**config.mk**
```make
export PLATFORM = sky130hd
export DESIGN_NAME = piece_rng_arbiter
export DESIGN_NICKNAME = d
export VERILOG_FILES = /design/src/rtl/piece_rng_arbiter.sv
export SDC_FILE = /design/constraint.sdc
export NUM_CORES = 1
export LEC_CHECK = 0
export CAP_MARGIN = 20
export CELL_PAD_IN_SITES_DETAIL_PLACEMENT = 0
export CELL_PAD_IN_SITES_GLOBAL_PLACEMENT = 1
export CORE_ASPECT_RATIO = 0.5
export CORE_MARGIN = 2
export CORE_UTILIZATION = 30
export CTS_BUF_LIST = sky130_fd_sc_hd__clkbuf_16
export CTS_CLUSTER_DIAMETER = 80
export DETAILED_ROUTE_END_ITERATION = 16
export PLACE_DENSITY = 0.73
export SKIP_LAST_GASP = 1
export SLEW_MARGIN = 30
export SYNTH_ARGS = -nofsm -noshare
export SYNTH_HDL_FRONTEND = slang
export SYNTH_SLANG_ARGS = --single-unit
```
**constraint.sdc**
```tcl
create_clock -name clk -period 2.3 [get_ports clk]
set_clock_uncertainty 0.2 [all_clocks]
set_input_delay 0.345 -clock clk [delete_from_list [all_inputs] [get_ports clk]]
set_output_delay 0.345 -clock clk [all_outputs]
set_load 0.01 [all_outputs]
```
**src/rtl/piece_rng_arbiter.sv**
```systemverilog
// piece_rng_arbiter
//   Shared tetromino generator. Owns an 8-bit Galois LFSR
//   (x^8+x^4+x^3+x^2+1) that advances only when a piece is drawn, or
//   optionally on every idle cycle. Two requesters are served round-robin.
//   Each draw rejection-samples a uniform piece ID 0..6 and applies a
//   bounded no-repeat reroll.
//
// Ports
//   clk          system clock, rising edge
//   rst_n        asynchronous active-low reset
//   req_i[1:0]   request level per requester (0 = next piece, 1 = garbage/preview)
//   seed_load_i  reseed pulse, honoured only in IDLE
//   seed_i[7:0]  reseed value (zero maps to 8'h01)
//   ack_o[1:0]   one-hot grant-complete pulse
//   piece_o[2:0] issued piece ID, held until the next issue
//   busy_o       high whenever the FSM is not in IDLE
//   lfsr_o[7:0]  current LFSR state (debug)
module piece_rng_arbiter #(
  parameter logic [7:0]  SEED       = 8'h5A,
  parameter int unsigned MAX_REROLL = 1,
  parameter bit          IDLE_STEP  = 1'b1
) (
  input  logic       clk,
  input  logic       rst_n,
  input  logic [1:0] req_i,
  input  logic       seed_load_i,
  input  logic [7:0] seed_i,
  output logic [1:0] ack_o,
  output logic [2:0] piece_o,
  output logic       busy_o,
  output logic [7:0] lfsr_o
);

  typedef enum logic [1:0] {
    IDLE = 2'd0,
    STEP = 2'd1,
    EVAL = 2'd2,
    ACK  = 2'd3
  } state_e;

  localparam logic [1:0] MaxReroll = 2'(MAX_REROLL);
  localparam logic [2:0] NoPiece   = 3'd7;

  // An all-zero LFSR would lock up, so zero seeds are remapped.
  function automatic logic [7:0] fix_seed(input logic [7:0] s);
    return (s == 8'h00) ? 8'h01 : s;
  endfunction

  // Galois step: bit 7 shifts out and is folded back into bits 0, 2, 3, 4.
  function automatic logic [7:0] lfsr_next(input logic [7:0] v);
    return {v[6:0], 1'b0} ^ (v[7] ? 8'h1D : 8'h00);
  endfunction

  state_e     state_q;
  logic [7:0] lfsr_q;
  logic [2:0] last_q;
  logic       rr_q;
  logic       grant_q;
  logic [1:0] reroll_q;
  logic [1:0] ack_q;
  logic [2:0] piece_q;
  logic       busy_q;

  logic [7:0] lfsr_d;
  logic [2:0] cand;
  logic       grant_d;

  always_comb begin
    lfsr_d = lfsr_next(lfsr_q);
    cand   = lfsr_q[2:0];
    // Single requester wins outright; a tie goes to the rr pointer.
    if (req_i == 2'b11) grant_d = rr_q;
    else                grant_d = req_i[1];
  end

  // NOTE: every register here is updated with <= so all state moves
  // together on the edge; blocking assignments would create ordering races.
  // NOTE: all registers are small flops, so each one gets an explicit
  // async reset value; nothing is left to power-up state.
  always_ff @(posedge clk or negedge rst_n) begin
    if (!rst_n) begin
      state_q  <= IDLE;
      lfsr_q   <= fix_seed(SEED);
      last_q   <= NoPiece;
      rr_q     <= 1'b0;
      grant_q  <= 1'b0;
      reroll_q <= 2'd0;
      ack_q    <= 2'b00;
      piece_q  <= 3'd0;
      busy_q   <= 1'b0;
    end else begin
      // ack is a single-cycle pulse; only the ACK state raises it.
      ack_q <= 2'b00;
      case (state_q)
        IDLE: begin
          if (seed_load_i) begin
            // Reseed takes priority; requests wait for the next cycle.
            lfsr_q <= fix_seed(seed_i);
          end else if (req_i != 2'b00) begin
            grant_q  <= grant_d;
            reroll_q <= 2'd0;
            state_q  <= STEP;
            busy_q   <= 1'b1;
          end else if (IDLE_STEP) begin
            lfsr_q <= lfsr_d;
          end
        end
        STEP: begin
          lfsr_q  <= lfsr_d;
          state_q <= EVAL;
        end
        EVAL: begin
          if (cand == NoPiece) begin
            // Rejection sampling: 7 is not a piece and costs no reroll.
            state_q <= STEP;
          end else if (cand == last_q && reroll_q < MaxReroll) begin
            reroll_q <= reroll_q + 2'd1;
            state_q  <= STEP;
          end else begin
            last_q  <= cand;
            rr_q    <= ~grant_q;
            state_q <= ACK;
          end
        end
        ACK: begin
          ack_q   <= grant_q ? 2'b10 : 2'b01;
          piece_q <= last_q;
          state_q <= IDLE;
          busy_q  <= 1'b0;
        end
        default: begin
          state_q <= IDLE;
          busy_q  <= 1'b0;
        end
      endcase
    end
  end

  assign ack_o   = ack_q;
  assign piece_o = piece_q;
  assign busy_o  = busy_q;
  assign lfsr_o  = lfsr_q;

endmodule
```
; After elaboration in Yosys (flattened, before gate mapping)
; Index checks and enable logic that the tools add are counted.
[classes]
addsub = 1
order_cmp = 1
n_eq_ne = 11
n_mux = 21
n_bitwise = 5
reduce_logical = 13
[ops]
columns = op, count
row1 = two-way mux 8 bit, 3
row2 = two-way mux 2 bit, 10
row3 = one-hot mux 8 bit (2 select lines), 1
row4 = AND reduction 3 bit, 3
row5 = logical NOT 8 bit, 1
row6 = "inequality test 2 bit, second input constant", 4
row7 = one-hot mux 2 bit (4 select lines), 1
row8 = nonzero test 2 bit, 4
row9 = XOR 8 x 5 -> 8 bit, 1
row10 = "== test 2 bit, second input constant", 3
row11 = two-way mux 5 bit, 1
row12 = AND reduction 5 bit, 1
row13 = inverter 1 bit, 4
row14 = one-hot mux 2 bit (2 select lines), 1
row15 = AND reduction 2 bit, 2
row16 = == test 3 bit, 1
row17 = "== test 3 bit, second input constant", 1
row18 = two-way mux 1 bit, 3
row19 = "inequality test 3 bit, second input constant", 1
row20 = "adder 2 x 1 -> 2 bit, second input constant", 1
row21 = "== test 2 x 1 -> 1 bit, second input constant", 1
row22 = logical NOT 2 bit, 1
row23 = "less-than comparator 2 x 1 -> 1 bit, second input constant", 1
row24 = one-hot mux 1 bit (2 select lines), 1
row25 = logical AND 1 bit, 1
[totals]
regBits = 23
inputBits = 13
out_inout_bits = 14

; Logic depth before layout (Yosys ltp)
[logic_depth]
ltp_word = 5
mapped_depth = 6

; Worst setup path before layout
; No wires, ideal clock.
[synth_timing]
kind = register -> register
startpoint = register lfsr_q[1], in the netlist lfsr_o[1]
endpoint = register reroll_q[0]
t_arrival_ns = 1.298
required_ns = 1.975
path_slack_ns = 0.677
path_stages_with_launch = 5
path_buffers = 0
period_less_slack_ns = 1.623
path_cell_list = dfstp_2 xnor2_1 a41o_1 o21ai_1 mux2_2
[synth_via]
elab_chain_cells = 4
elab_cells_between_ends = 6
classes_between = eq/ne: 4 / reduce/logical: 2
[synth_rtl]
columns = element, line_no
row1 = from (decl), 55  ; logic [7:0] lfsr_q;
row2 = from (signal assigned), 83  ; lfsr_q <= fix_seed(SEED);
row3 = from (signal assigned), 98  ; lfsr_q <= fix_seed(seed_i);
row4 = from (signal assigned), 105  ; lfsr_q <= lfsr_d;
row5 = == test 3 bit, 116  ; end else if (cand == last_q && reroll_q < MaxReroll) begin
row6 = logical AND 1 bit, 116
row7 = inequality test 2 bit (no line), n/a
row8 = AND reduction 5 bit (no line) (*), n/a
row9 = to (signal assigned), 117  ; reroll_q <= reroll_q + 2'd1;
row10 = to (decl), 59  ; logic [1:0] reroll_q;
; Every way passes the cells marked *; elsewhere a longest branch is shown, timed or not.
; A chain may end at the register's enable or synchronous reset.

; Worst setup path after layout
[layout_timing]
startpoint = register lfsr_q[1], in the netlist lfsr_o[1]
endpoint = output lfsr_o[1]
[layout_rtl]
columns = element, line_no
row1 = to (decl), 31  ; output logic [7:0] lfsr_o
; No word-level cell between the ends.

==> flow_metrics.tcl <==
set metrics [dict create \
    synth_mux_area_share_pct 12.4 \
    start_util_pct 31.8 \
    timing.rr.end "reroll_q[0]$_DFFE_PN0P_" \
    ff2ff_path_depth 4 \
    fin_cells 176 \
    crit_chain "clkdlybuf4s50_1" \
    cts_buffer_depth 2 \
    synthArstFlopShare_pct 100 \
    worstPathMaxFanout 6 \
    tightest_slew_ns 0.429 \
    num_antenna_cells 0 \
    endpoint "lfsr_o[1]" \
    rows 15 \
    drc 0 \
    fin_crit_ns 1.95 \
    cp.required_ns 1.75 \
    ff2ff_setup_slack_ns 0.58 \
    fillers 322 \
    cp.depth 1 \
    startpoint "lfsr_o[1]$_DFFE_PN1P_" \
    yosysMostFrequentCell "dfrtp_1" \
    synth-compound-area-share_pct 13.2 \
    die_x_um 89.8 \
    worstPathArrival_ns 1.40 \
    ys.flop_type "dfrtp_1" \
    synth_area_leader_cell "dfrtp_1" \
    worstSetupPathType "flop to primary output" \
    clkSinkCount 23 \
    grt_usage_pct 11.7 \
    crit_path_end_kind "primary output" \
    slew_headroom_pct 71.2 \
    setup_viol 0 \
    vias 809 \
    die_h_um 46.9 \
    dr.first_iter.drc_count 33 \
    regToRegStartpoint "lfsr_o[1]$_DFFE_PN1P_" \
    synth_top_family_by_area "compound AO/OA/AOI/OAI gates" \
    synth_edf_count 0 \
    hold_buffers 0 \
    wirelength_um 2170 \
    grt_max_degree 24 \
    avgViaCountPerCell 4.60 \
    synthSimpleGateAreaFrac_pct 13.0 \
    hold_class "input port to async pin" \
    ys_warn_count 0 \
    syn_nets 109 \
    firstDrtPassIters 3 \
    yosysSeqAreaShare_pct 52.9 \
    synth-seq-cells 23 \
    io_pins 27 \
    synth_area_leaders "dfrtp_1 (36%), dfstp_2 (17%), mux2i_1 (7.3%)" \
    drive_gt1_share_pct 20.0 \
    overflow 0 \
    area_growth_pct 37.4 \
    final_antenna_net_count 0 \
    cts.reportedPaths.clkPinSlew_ns 0.06 \
    yosysUniqueCellTypes 31 \
    max_cap_violations 0 \
    finalMaxSlewViolations 0 \
    setup_tns_ns 0 \
    grt_pass1_vias 814 \
    worst_setup_path_start_kind "flop" \
    gp_congestion 0.702 \
    syn_area_per_cell_um2 11.6 \
    cts-resized-gates 0 \
    post-place-cells 172 \
    leakage_nw 0.641 \
    root_buffer "clkbuf_16" \
    synth_fa_ha_area_share_pct 1.13 \
    cts_tree "done" \
    netlist.area_leader.share_pct 36.3 \
    core_um2 3470 \
    grt_pass1_wl_um 3760 \
    antenna_found_initial 0 \
    crit_buf_inv 1 \
    dieArea_um2 4210 \
    fin_crit_sh_pct 84.8 \
    critical-path-max-stage-delay_ns 0.60 \
    clk_latency_ns 0.26 \
    syn_inst 95 \
    synth_common_cells "dfrtp_1 (16), nand2_1 (9), mux2i_1 (8), o21ai_1 (8), dfstp_2 (7)" \
    cp_slowest_cell "dfstp_2" \
    total_power_mw 2.16 \
    htreeDepth 1 \
    status "complete, no violations" \
    post_cts_buffers 0 \
    hpwl_um 1600 \
    place.port_buffers 26 \
    final_nets 140 \
    synth-xor-area-share_pct 4.76 \
    power_density_nw_per_um2 1430 \
    finalHoldViolCount 0 \
    irDropWorstVdd_mv 0.417 \
    timing.fmax_ghz 0.513 \
    numCtsBuffers 3 \
    cp_top_family "flip-flops" \
    syn-cell-area_um2 1100 \
    wl_per_cell_um 12.3 \
    rsz0062_at_grt "no" \
]
-- sequential cells by signal (all words and copies together) (netlist names), 2 cells and up --
name and flops:
reroll_q 2, state_q 2, piece_o 3, last_q 3, lfsr_o 8, ack_o 2
-- cell type report --
| class | count | area, um2 | share of cell area (%) |
|---|---|---|---|
| Sequential cell | 23 | 584 | 38.5 |
| Multi-Input combinational cell | 65 | 490 | 32.3 |
| Timing Repair Buffer | 29 | 283 | 18.6 |
| Clock buffer | 3 | 75.1 | 4.95 |
| Tap cell | 51 | 63.8 | 4.21 |
| Inverter | 4 | 15.0 | 0.990 |
| Clock inverter | 1 | 5.00 | 0.330 |
-- per-stage QoR --
step                utilization (%)  worst slack [ns]  area, um2  hold WS, ns
global route                   43.7             0.309       1520        0.261
floorplan                         -             0.677       1100       -0.151
finish                         43.7             0.350       1520        0.233
CTS                            43.7             0.338       1520        0.246
detailed placement             41.4             0.257       1440        0.261
global placement               41.4             0.291       1440        0.266
-- cells in the final DEF, fill, tap and decap left out, types with 2 or more instances in the layout --
cell | netlist | routed
buf_4 | 0 | 3
clkbuf_16 | 0 | 3
clkdlybuf4s50_1 | 0 | 26
dfrtp_1 | 16 | 16
dfstp_2 | 7 | 7
inv_1 | 4 | 4
mux2_2 | 5 | 5
mux2i_1 | 8 | 8
nand2_1 | 9 | 9
nand2b_1 | 3 | 3
nor2_1 | 5 | 5
nor4_2 | 2 | 2
o21ai_1 | 8 | 8
o22a_1 | 3 | 3
xnor2_1 | 3 | 3
xor2_1 | 3 | 3
-- how the worst min path moves through the flow --
stage / to / cells past startpoint / slack [ns] / startpoint
after floorplan: ack_o[0]$_DFF_PN0_ / 0 / -0.15 / rst_n
after global placement: lfsr_o[6]$_DFFE_PN1P_ / 2 / 0.27 / lfsr_o[6]$_DFFE_PN1P_
after detailed placement: ack_o[0]$_DFF_PN0_ / 1 / 0.26 / grant_q$_DFFE_PN0P_
after CTS: lfsr_o[7]$_DFFE_PN0P_ / 2 / 0.25 / rst_n
after global routing: lfsr_o[7]$_DFFE_PN0P_ / 2 / 0.26 / rst_n
final: lfsr_o[5]$_DFFE_PN0P_ / 2 / 0.23 / rst_n
-- kinds of logic (layout without fill, tap and decap cells) --
group | Yosys count | after routing
compound gates | 19 | 19
fa+ha+maj | 1 | 1
buf+inv | 7 | 37
mux | 13 | 13
xor+xnor | 6 | 6
simple gates | 26 | 26
flops | 23 | 23
-- power by group --
group / leakage [nW] / internal (mW) / total [mW] / switching [mW]
Combinational: 0.329 / 0.536 / 0.947 / 0.411
Clock: 0.0409 / 0.234 / 0.380 / 0.146
Sequential: 0.272 / 0.642 / 0.837 / 0.195
-- routing by layer --
metal / wire (um) / up-vias / track usage [%] / share of wire, %
met5: 0 / - / 0 / 0
met4: 14 / 0 / 4.62 / 0.65
met3: 99 / 2 / 4.01 / 4.6
met2: 936 / 17 / 19.2 / 43
met1: 1120 / 393 / 14.8 / 52
li1: - / 397 / - / -
Power figures use the tool's default switching activity.
